==> config.mk <==
export PLATFORM = sky130hd
export DESIGN_NAME = cosine_distance
export DESIGN_NICKNAME = d
export VERILOG_FILES = /design/src/rtl/cosine_pkg.sv /design/src/rtl/cosine_ctrl.sv /design/src/rtl/cosine_dp.sv /design/src/rtl/cosine_distance.sv
export SDC_FILE = /design/constraint.sdc
export NUM_CORES = 1
export LEC_CHECK = 0
export ABC_AREA = 1
export CAP_MARGIN = 20
export CORE_MARGIN = 3
export CORE_UTILIZATION = 50
export CTS_CLUSTER_SIZE = 16
export DETAILED_ROUTE_END_ITERATION = 8
export PLACE_DENSITY = 0.67
export RECOVER_POWER = 100
export SYNTH_ARGS = -nofsm -noshare
export SYNTH_HDL_FRONTEND = slang
export SYNTH_SLANG_ARGS = --single-unit
==> constraint.sdc <==
create_clock -name clk -period 12.9 [get_ports clk]
set_input_delay 1.935 -clock clk [delete_from_list [all_inputs] [get_ports clk]]
set_output_delay 1.935 -clock clk [all_outputs]
set_load 0.01 [all_outputs]
==> src/rtl/cosine_pkg.sv <==
// Shared types and constants for the cosine distance engine.
package cosine_pkg;

  localparam int unsigned W         = 16;
  localparam int unsigned FRAC_BITS = 11;
  localparam int unsigned N_TERMS   = 5;
  localparam int unsigned K_W       = 4;

  localparam logic [W-1:0] ONE = 16'h0800;

  typedef enum logic [3:0] {
    S_IDLE  = 4'd0,
    S_LOAD  = 4'd1,
    S_SQR   = 4'd2,
    S_MULX  = 4'd3,
    S_MULR  = 4'd4,
    S_ACC   = 4'd5,
    S_FINAL = 4'd6,
    S_DONE  = 4'd7
  } state_t;

  // 1/((2k-1)(2k)) in Q5.11, rounded to nearest
  function automatic logic [W-1:0] recip(input logic [K_W-1:0] k);
    case (k)
      4'd1:    recip = 16'h0400;
      4'd2:    recip = 16'h00AB;
      4'd3:    recip = 16'h0044;
      4'd4:    recip = 16'h0025;
      4'd5:    recip = 16'h0017;
      default: recip = '0;
    endcase
  endfunction

endpackage

==> src/rtl/cosine_ctrl.sv <==
// Control FSM sequencing load, squaring, the Taylor term loop and the final scale.
module cosine_ctrl
  import cosine_pkg::*;
(
  input  logic   i_clk,
  input  logic   i_rst,
  input  logic   i_start,
  input  logic   i_stop,
  output state_t o_state
);

  state_t r_state;
  state_t w_next;

  // State register with synchronous reset
  always_ff @(posedge i_clk) begin
    if (i_rst) r_state <= S_IDLE;
    else       r_state <= w_next;
  end

  // Next-state logic; start is only honoured in IDLE
  always_comb begin
    w_next = r_state;
    case (r_state)
      S_IDLE:  if (i_start) w_next = S_LOAD;
      S_LOAD:  w_next = S_SQR;
      S_SQR:   w_next = S_MULX;
      S_MULX:  w_next = S_MULR;
      S_MULR:  w_next = S_ACC;
      S_ACC:   w_next = i_stop ? S_FINAL : S_MULX;
      S_FINAL: w_next = S_DONE;
      S_DONE:  w_next = S_IDLE;
      default: w_next = S_IDLE;
    endcase
  end

  assign o_state = r_state;

endmodule

==> src/rtl/cosine_dp.sv <==
// Datapath: operand registers, one shared Q5.11 multiplier, accumulator and term counter.
module cosine_dp
  import cosine_pkg::*;
#(
  parameter int unsigned N_TERMS = cosine_pkg::N_TERMS
) (
  input  logic         i_clk,
  input  logic         i_rst,
  input  state_t       i_state,
  input  logic [W-1:0] i_v,
  input  logic [W-1:0] i_x,
  output logic         o_stop,
  output logic [W-1:0] o_distance,
  output logic         o_done
);

  logic [W-1:0]   r_v, r_x, r_x2, r_term, r_sum, r_distance;
  logic [K_W-1:0] r_k;
  logic           r_done;

  logic [W-1:0]          w_a, w_b, w_res;
  logic signed [26:0]    w_prod;
  logic [FRAC_BITS-1:0]  w_unused_frac;

  // Multiplier operand select by state
  always_comb begin
    w_a = '0;
    w_b = '0;
    case (i_state)
      S_SQR:   begin w_a = r_x;    w_b = r_x;        end
      S_MULX:  begin w_a = r_term; w_b = r_x2;       end
      S_MULR:  begin w_a = r_term; w_b = recip(r_k); end
      S_FINAL: begin w_a = r_v;    w_b = r_sum;      end
      default: ;
    endcase
  end

  // Only product bits [26:11] are kept, so the product is formed at 27 bits
  assign w_prod = $signed(w_a) * $signed(w_b);
  assign {w_res, w_unused_frac} = w_prod;

  assign o_stop = (r_k == K_W'(N_TERMS));

  // Register updates driven by the current control state
  always_ff @(posedge i_clk) begin
    if (i_rst) begin
      r_v        <= '0;
      r_x        <= '0;
      r_x2       <= '0;
      r_term     <= '0;
      r_sum      <= '0;
      r_distance <= '0;
      r_k        <= '0;
      r_done     <= 1'b0;
    end else begin
      r_done <= (i_state == S_FINAL);
      case (i_state)
        S_LOAD: begin
          r_v    <= i_v;
          r_x    <= i_x;
          r_sum  <= ONE;
          r_term <= ONE;
          r_k    <= 4'd1;
        end
        S_SQR:   r_x2 <= w_res;
        S_MULX:  r_term <= w_res;
        S_MULR:  r_term <= -w_res;
        S_ACC: begin
          r_sum <= r_sum + r_term;
          r_k   <= r_k + 4'd1;
        end
        S_FINAL: r_distance <= w_res;
        default: ;
      endcase
    end
  end

  assign o_distance = r_distance;
  assign o_done     = r_done;

endmodule

==> src/rtl/cosine_distance.sv <==
// Top: distance = vSig * cos(XSig); wires the control FSM to the datapath.
module cosine_distance
  import cosine_pkg::*;
#(
  parameter int unsigned N_TERMS = cosine_pkg::N_TERMS
) (
  input  logic        clk,
  input  logic        rst,
  input  logic        start,
  input  logic [15:0] vSig,
  input  logic [15:0] XSig,
  output logic [15:0] distance,
  output logic        done,
  output logic [3:0]  state
);

  state_t w_state;
  logic   w_stop;

  cosine_ctrl u_ctrl (
    .i_clk   (clk),
    .i_rst   (rst),
    .i_start (start),
    .i_stop  (w_stop),
    .o_state (w_state)
  );

  cosine_dp #(.N_TERMS(N_TERMS)) u_dp (
    .i_clk      (clk),
    .i_rst      (rst),
    .i_state    (w_state),
    .i_v        (vSig),
    .i_x        (XSig),
    .o_stop     (w_stop),
    .o_distance (distance),
    .o_done     (done)
  );

  assign state = w_state;

endmodule

==> run_results.csv, run 1 <==
group,metric,value,unit
floorplan,rows,61,
synthesis,syn_inst,1955,
final_layout,area_growth,7.387,%
clock_network,numCtsBuffers,9,
final_layout,drive_gt1_share,3.778,%
timing,finalHoldViolations,0,
global_routing,antenna_found_initial,0,
setup_path,path_class,"reg -> reg",
setup_path,critPathCaptureType,"flop",
pwr,irDropWorstVdd,0.1122,mV
placed_design,port_buffers,54,
route,drt_drc_violations_left,0,
global_routing,grt_overflow_total,0,
final_layout,final_util,55.33,%
floorplan,dieArea,0.03118,mm²
final_layout,final_cells,2363,
synthesis,synth_area_leader_cell,"fa_1",
timing,worstMarginPinSlew,2.021,ns
timing,rsz0062_at_grt,"false",
final_layout,antennaDiodeCount,0,
timing,setup_tns,0,ns
placed_design,place_ws,3.656,ns
synthesis,synth_seq_cells,104,
final_layout,final_common_cell,"inv_1",
synthesis,synth_edf_count,0,
global_routing,grt_usage,29.44,%
run_status,status,"finished, violations left",
timing,fmax,96.79,MHz
synthesis,synth.net_count,2307,
final_layout,multi_input_area,0.01043,mm²
placed_design,hpwl,37170,µm
setup_path,cpMostUsedCell,"inv_1",
synthesis,async_flop_share,0,%
synthesis,netlist.area_leader.share,30.13,%
route,wl,44800,µm
worst_hold_path,hp-class,"reg -> reg",
run_status,failed_checks,"max-capacitance violations, max-slew violations",
clock_network,clock_sink_count,104,
floorplan,die_x,176.6,µm
synthesis,synth_ff_type,"dfxtp_1",
setup_path,max_stage_delay,1.25,ns
timing,whs,0.4650,ns
placed_design,dp.cells,2347,
synthesis,synth.avg_cell_area,7.443,µm²
floorplan,die_h,176.6,µm
clock_network,cts_setup_buffers,0,
floorplan,core_area,0.02824,mm²
pwr,p_leak,7.588,nW
final_layout,final_nets,2332,
timing,drv_slew,123,
route,wl_per_cell,18.96,µm
clock_network,cts_resized,0,
setup_path,arrival,10.59,ns
synthesis,yosysUniqueCellTypes,55,
setup_path,worst_path_max_delay_cell,"inv_1",
timing,relSlewSlack,-34.74,%
route,via_per_inst,5.428,
flow_run,cap_violations,3,
global_routing,grt_pass1_wl,71220,µm
clock_network,ctsHoldBuffers,0,
pwr,power_density,80.12,mW/mm²
floorplan,start_util,51.52,%
synthesis,netlist_top_cells_area,"fa_1, dfxtp_1, inv_1, nand2_1, ha_1",
timing,period_share,80.09,%
synthesis,yosysWarnings,0,
route,antenna_left,0,
clock_network,worst_setup_hold_path_clk_slew,0.08,ns
final_layout,regArea,0.002082,mm²
clock_network,cts_buffer_depth,2,
global_routing,grt_pass1_vias,12780,
timing,skew,0.01664,ns
placed_design,gp_congestion,0.9867,
route,num_vias,12830,
setup_path,crit_required,13.16,ns
clock_network,insertion_delay,0.36,ns
global_routing,grt_max_degree,50,
clock_network,cts_tree,"done",
setup_path,start_kind,"flop",
floorplan,ios,56,
timing,min_period,10.33,ns
route,firstDrtPassIters,5,
synthesis,yosysSeqAreaShare,14.31,%
route,drt_iter0_drc,1025,
final_layout,n_fill_cell,2770,
timing,setup_ws,2.569,ns
clock_network,cts_root_buf,"clkbuf_16",
setup_path,path_max_fanout,49,
synthesis,netlist_area,0.01455,mm²
clock_network,htreeDepth,3,
final_layout,mostFrequentLayoutCells,"inv_1, nand2_1, nor2_1, fa_1, dfxtp_1",
timing,report.final.setup_viol,0,
-- report_power, final --
group	total [mW]	leakage, nW	internal, mW	switching, mW
Sequential	0.460	0.848	0.398	0.0623
Combinational	0.516	6.60	0.148	0.368
Clock	0.276	0.143	0.140	0.135
Total	1.25	7.59	0.686	0.566
-- final timing paths --
| path | start | endpoint | slack (ns) | cells past startpoint |
|---|---|---|---|---|
| min | u_dp.r_v[15]$_SDFFE_PP0P_ | u_dp.r_v[15]$_SDFFE_PP0P_ | 0.47 | 2 |
| min reg2reg | u_dp.r_v[15]$_SDFFE_PP0P_ | u_dp.r_v[15]$_SDFFE_PP0P_ | 0.47 | 2 |
| max | u_ctrl.o_state[2]$_SDFFE_PP0P_ | u_dp.r_term[13]$_SDFFE_PP0P_ | 2.57 | 32 |
| max reg2reg | u_ctrl.o_state[2]$_SDFFE_PP0P_ | u_dp.r_term[13]$_SDFFE_PP0P_ | 2.57 | 32 |
-- cells by family (layout without fill, tap and decap cells) --
kind of cell	count (synthesis)	in the layout	share of synthesized area [%]
compound gates	262	262	10.42
xor+xnor	23	23	1.591
fa+ha+maj	317	317	38.56
buf+inv	509	539	13.39
flops	104	104	14.31
other cells	1	1	0.02577
simple gates	739	739	21.70
-- per-layer routing --
layer | track usage, % | routed length (µm)
met1 | 39.58 | 18830
met5 | 0 | 0
met4 | 12.44 | 2272
met3 | 4.323 | 3052
met2 | 47.70 | 20640
-- sequential cells by signal, summed over array words and instances, names as in the netlist --
signal,cells
u_dp.r_x,16
u_dp.o_done,1
u_dp.r_x2,16
u_dp.r_sum,16
u_dp.r_v,16
u_dp.o_distance,16
u_dp.r_term,16
u_dp.r_k,4
u_ctrl.o_state,3
-- cell usage after synthesis (all sizes together), types with 12 or more instances --
master / n
a21oi: 93
a31oi: 13
buf: 17
clkbuf: 36
dfxtp: 104
fa: 219
ha: 98
inv: 451
nand2: 364
nand3: 71
nor2: 268
o211ai: 28
o21ai: 101
xnor2: 12
-- worst max-delay path: cells and delay by family, from the launching register on --
kind | cells | cell delay [ns]
flops | 1 | 0.74
simple gates | 11 | 2.45
fa+ha+maj | 7 | 3.51
compound gates | 5 | 1.04
xor+xnor | 1 | 0.54
buf+inv | 8 | 1.91
-- through the flow --
stage                     power, mW  area, µm²
after global placement       0.9689      15440
after floorplan              0.7966      14550
after detailed placement     0.9744      15440
after CTS                     1.252      15730
after global routing          1.326      15630
final                         1.252      15630
-- layout make-up --
cell class                      instances  area share, %
Multi-Input combinational cell       1342          66.77
Sequential cell                       104          13.32
Inverter                              456          11.02
Timing Repair Buffer                   67          4.012
Tap cell                              378          3.027
Clock buffer                           11          1.553
Clock inverter                          5         0.2963
Note: power is estimated with default switching activity, not from simulation.
==> run 2: changes to the inputs <==
==> constraint.sdc (replaced) <==
create_clock -name clk -period 10.35 [get_ports clk]
set_input_delay 1.5525 -clock clk [delete_from_list [all_inputs] [get_ports clk]]
set_output_delay 1.5525 -clock clk [all_outputs]
set_load 0.01 [all_outputs]
==> run_results.csv, run 2 (synthesized netlist as in run 1, its figures left out) <==
group,metric,value,unit
clock_network,cts_resized,0,
final_layout,antennaDiodeCount,0,
clock_network,cts_tree,"done",
pwr,p_leak,7.595,nW
global_routing,grt_max_degree,50,
flow_run,cap_violations,2,
timing,setup_tns,0,ns
floorplan,die_x,176.6,µm
clock_network,htreeDepth,3,
route,drt_iter0_drc,947,
run_status,status,"finished, violations left",
clock_network,numCtsBuffers,9,
route,via_per_inst,5.400,
setup_path,critPathCaptureType,"flop",
run_status,failed_checks,"max-capacitance violations, max-slew violations",
route,wl,45170,µm
setup_path,path_max_fanout,49,
setup_path,start_kind,"flop",
global_routing,grt_overflow_total,0,
timing,relSlewSlack,-42.58,%
timing,worstMarginPinSlew,2.139,ns
timing,report.final.setup_viol,0,
timing,finalHoldViolations,0,
timing,skew,0.01242,ns
clock_network,cts_buffer_depth,2,
floorplan,core_area,0.02824,mm²
clock_network,ctsHoldBuffers,0,
final_layout,n_fill_cell,2740,
clock_network,cts_setup_buffers,0,
placed_design,port_buffers,54,
setup_path,crit_required,10.63,ns
floorplan,rows,61,
setup_path,worst_path_max_delay_cell,"inv_2",
setup_path,arrival,9.74,ns
floorplan,die_h,176.6,µm
clock_network,cts_root_buf,"clkbuf_16",
final_layout,mostFrequentLayoutCells,"inv_1, nand2_1, nor2_1, fa_1, dfxtp_1",
placed_design,gp_congestion,0.9582,
final_layout,final_util,55.39,%
timing,min_period,9.456,ns
placed_design,hpwl,37220,µm
route,num_vias,12770,
clock_network,insertion_delay,0.37,ns
clock_network,worst_setup_hold_path_clk_slew,0.08,ns
setup_path,cpMostUsedCell,"inv_1",
timing,drv_slew,76,
route,wl_per_cell,19.11,µm
setup_path,max_stage_delay,0.75,ns
final_layout,final_common_cell,"inv_1",
final_layout,drive_gt1_share,4.028,%
route,antenna_left,0,
worst_hold_path,hp-class,"reg -> reg",
global_routing,grt_pass1_wl,72470,µm
final_layout,final_nets,2333,
floorplan,dieArea,0.03118,mm²
pwr,power_density,99.86,mW/mm²
clock_network,clock_sink_count,104,
timing,rsz0062_at_grt,"false",
floorplan,ios,56,
global_routing,grt_usage,30.07,%
route,firstDrtPassIters,6,
pwr,irDropWorstVdd,0.1266,mV
timing,fmax,105.8,MHz
global_routing,grt_pass1_vias,13070,
global_routing,antenna_found_initial,0,
setup_path,path_class,"reg -> reg",
timing,period_share,91.36,%
floorplan,start_util,51.52,%
final_layout,area_growth,7.507,%
route,drt_drc_violations_left,0,
## run 2: layout make-up
| class | instances | area [µm²] | area share (%) |
|---|---|---|---|
| Clock inverter | 7 | 63.81 | 0.4079 |
| Sequential cell | 104 | 2082 | 13.31 |
| Timing Repair Buffer | 68 | 634.4 | 4.055 |
| Multi-Input combinational cell | 1342 | 10440 | 66.76 |
| Clock buffer | 9 | 225.2 | 1.440 |
| Inverter | 456 | 1722 | 11.01 |
| Tap cell | 378 | 473.0 | 3.024 |
## run 2: path summary, 6_finish.rpt
path / start / end / slack (ns) / depth (start not counted)
max: u_ctrl.o_state[0]$_SDFFE_PP0P_ / u_dp.r_term[10]$_SDFFE_PP0P_ / 0.89 / 36
min: u_dp.r_v[15]$_SDFFE_PP0P_ / u_dp.r_v[15]$_SDFFE_PP0P_ / 0.46 / 2
min reg2reg: u_dp.r_v[15]$_SDFFE_PP0P_ / u_dp.r_v[15]$_SDFFE_PP0P_ / 0.46 / 2
max reg2reg: u_ctrl.o_state[0]$_SDFFE_PP0P_ / u_dp.r_term[10]$_SDFFE_PP0P_ / 0.89 / 36
## run 2: worst max-delay path, delay by kind of cell, from the launching register on
family / cells / cell delay (ns)
simple gates: 16 / 3.00
flops: 1 / 0.39
buf+inv: 9 / 1.78
fa+ha+maj: 9 / 3.74
compound gates: 2 / 0.42
## run 2: routing by layer
metal  GRT usage, %  part of all wire, %
met5              0                    0
met4          14.30                  5.5
met3          3.376                  6.6
met2          48.47                   46
met1          40.64                   42
## run 2: stage by stage
stage                     setup slack, ns  hold slack, ns  power, mW  std cells  cell area [µm²]
after global routing               0.1826          0.4865      1.664       2364            15640
after detailed placement            1.111          0.4528      1.219       2348            15450
after CTS                           1.110          0.4625      1.562       2364            15740
after floorplan                     2.934          0.4245     0.9929       1955            14550
final                              0.8944          0.4599      1.562       2364            15640
after global placement             0.9530          0.4385      1.212       2347            15450
## run 2: report_power, final
part	switching [mW]	leakage (nW)	internal, mW
Combinational	0.457	6.60	0.188
Clock	0.174	0.145	0.169
Sequential	0.0785	0.848	0.496
Total	0.709	7.59	0.853
==> run 3: changes to the inputs <==
--- a/config.mk
+++ b/config.mk
@@ -7,11 +7,11 @@
 export LEC_CHECK = 0
 export ABC_AREA = 1
 export CAP_MARGIN = 20
+export CORE_ASPECT_RATIO = 0.9
 export CORE_MARGIN = 3
-export CORE_UTILIZATION = 50
+export CORE_UTILIZATION = 45
 export CTS_CLUSTER_SIZE = 16
 export DETAILED_ROUTE_END_ITERATION = 8
-export PLACE_DENSITY = 0.67
 export RECOVER_POWER = 100
 export SYNTH_ARGS = -nofsm -noshare
 export SYNTH_HDL_FRONTEND = slang
==> run_results.csv, run 3 (synthesized netlist as in run 1, its figures left out) <==
group,metric,value,unit
run_status,status,"finished, violations left",
run_status,failed_checks,"max-capacitance violations, max-slew violations",
clock_network,ctsHoldBuffers,0,
timing,setup_tns,0,ns
floorplan,core_area,0.03137,mm²
clock_network,clock_sink_count,104,
pwr,irDropWorstVdd,0.1131,mV
route,wl,46050,µm
floorplan,ios,56,
route,firstDrtPassIters,6,
worst_hold_path,hp-class,"reg -> reg",
global_routing,busiest_layer,"met2",
route,via_per_inst,5.269,
final_layout,final_common_cell,"inv_1",
route,drt_drc_violations_left,0,
global_routing,antenna_found_initial,0,
setup_path,crit_required,10.60,ns
clock_network,cts_root_buf,"clkbuf_16",
floorplan,die_x,195.5,µm
setup_path,critPathCaptureType,"flop",
floorplan,dieArea,0.03453,mm²
global_routing,use_met2,41.64,%
timing,worstMarginPinSlew,2.053,ns
timing,relSlewSlack,-36.84,%
final_layout,final_nets,2330,
global_routing,grt_pass1_wl,72770,µm
setup_path,start_kind,"flop",
placed_design,gp_congestion,1.035,
route,num_vias,12600,
clock_network,cts_setup_buffers,0,
placed_design,port_buffers,54,
global_routing,grt_overflow_total,0,
global_routing,grt_use_met3,6.239,%
pwr,p_leak,7.585,nW
timing,period_share,92.80,%
final_layout,antennaDiodeCount,0,
global_routing,grt_usage,27.26,%
final_layout,area_growth,7.816,%
final_layout,final_util,50.01,%
clock_network,htreeDepth,3,
pwr,power_density,100.6,mW/mm²
route,drt_iter0_drc,1070,
timing,drv_slew,88,
floorplan,start_util,46.38,%
setup_path,cpMostUsedCell,"inv_1",
setup_path,max_stage_delay,0.82,ns
placed_design,hpwl,38050,µm
global_routing,grt_max_degree,50,
clock_network,numCtsBuffers,9,
pwr,report.power.total,1.578,mW
clock_network,worst_setup_hold_path_clk_slew,0.08,ns
timing,skew,0.01084,ns
setup_path,arrival,9.85,ns
route,wl_per_cell,19.25,µm
setup_path,path_max_fanout,49,
final_layout,drive_gt1_share,4.085,%
global_routing,use_met1,39.72,%
timing,min_period,9.605,ns
setup_path,worst_path_max_delay_cell,"nor2_1",
flow_run,cap_violations,2,
route,antenna_left,0,
floorplan,die_h,176.6,µm
timing,report.final.setup_viol,0,
clock_network,cts_buffer_depth,2,
global_routing,grt_pass1_vias,12470,
clock_network,cts_resized,0,
final_layout,mostFrequentLayoutCells,"inv_1, nand2_1, nor2_1, fa_1, dfxtp_1",
clock_network,insertion_delay,0.36,ns
timing,finalHoldViolations,0,
clock_network,cts_tree,"done",
timing,rsz0062_at_grt,"false",
floorplan,rows,61,
setup_path,path_class,"reg -> reg",
timing,fmax,104.1,MHz
==> run 3: cell count changes in the layout (fill, tap and decap cells not counted), sizes merged <==
| cell | previous run | this run |
|---|---|---|
| clkbuf | 12 | 11 |
| buf | 11 | 9 |
| inv | 455 | 454 |
| clkinvlp | 0 | 1 |
==> run 3: final cells by class <==
| class | instances | area (µm²) |
|---|---|---|
| fillers | 3191 | 15680 |
| multi-input cells | 1342 | 10470 |
| flip-flops and latches | 104 | 2082 |
| inverters | 456 | 1722 |
| repair buffers | 65 | 615.6 |
| well taps | 409 | 511.7 |
| clock buffers | 9 | 225.2 |
| clock inverters | 7 | 63.81 |
==> run 3: worst max-delay path: cells and delay by family, from the launching register on <==
kind	cells	cell delay [ns]
compound gates	5	1.13
xor+xnor	1	0.55
fa+ha+maj	8	3.78
buf+inv	8	1.25
flops	1	0.40
simple gates	11	2.37
==> run 3: path summary, 6_finish.rpt <==
kind                             startpoint                           end  slack, ns  cells after the start
max          u_ctrl.o_state[0]$_SDFFE_PP0P_  u_dp.r_term[13]$_SDFFE_PP0P_       0.74                     33
min reg2reg        u_dp.r_v[7]$_SDFFE_PP0P_      u_dp.r_v[7]$_SDFFE_PP0P_       0.47                      2
min                u_dp.r_v[7]$_SDFFE_PP0P_      u_dp.r_v[7]$_SDFFE_PP0P_       0.47                      2
max reg2reg  u_ctrl.o_state[0]$_SDFFE_PP0P_  u_dp.r_term[13]$_SDFFE_PP0P_       0.74                     33
==> run 3: where the power goes <==
group / switching [mW] / total [mW] / leakage [nW] / internal, mW
Combinational: 0.467 / 0.655 / 6.60 / 0.188
Clock: 0.179 / 0.347 / 0.140 / 0.168
Sequential: 0.0803 / 0.576 / 0.848 / 0.495
==> run 3: through the flow <==
stage | hold WS, ns | cells | setup WS [ns] | instance area [µm²]
2_1_floorplan | 0.4245 | 1955 | 2.934 | 14550
3_3_place_gp | 0.4459 | 2376 | 0.7612 | 15490
3_5_place_dp | 0.4569 | 2376 | 1.065 | 15490
4_1_cts | 0.4678 | 2392 | 1.015 | 15780
5_1_grt | 0.4832 | 2392 | 0.1994 | 15690
6_report | 0.4705 | 2392 | 0.7449 | 15690
==> run 3: per-layer routing <==
metal | up-vias | wire length [µm]
met5 | - | 0
met4 | 0 | 1116
met3 | 68 | 3906
met2 | 485 | 19860
met1 | 6078 | 21170
li1 | 5972 | -
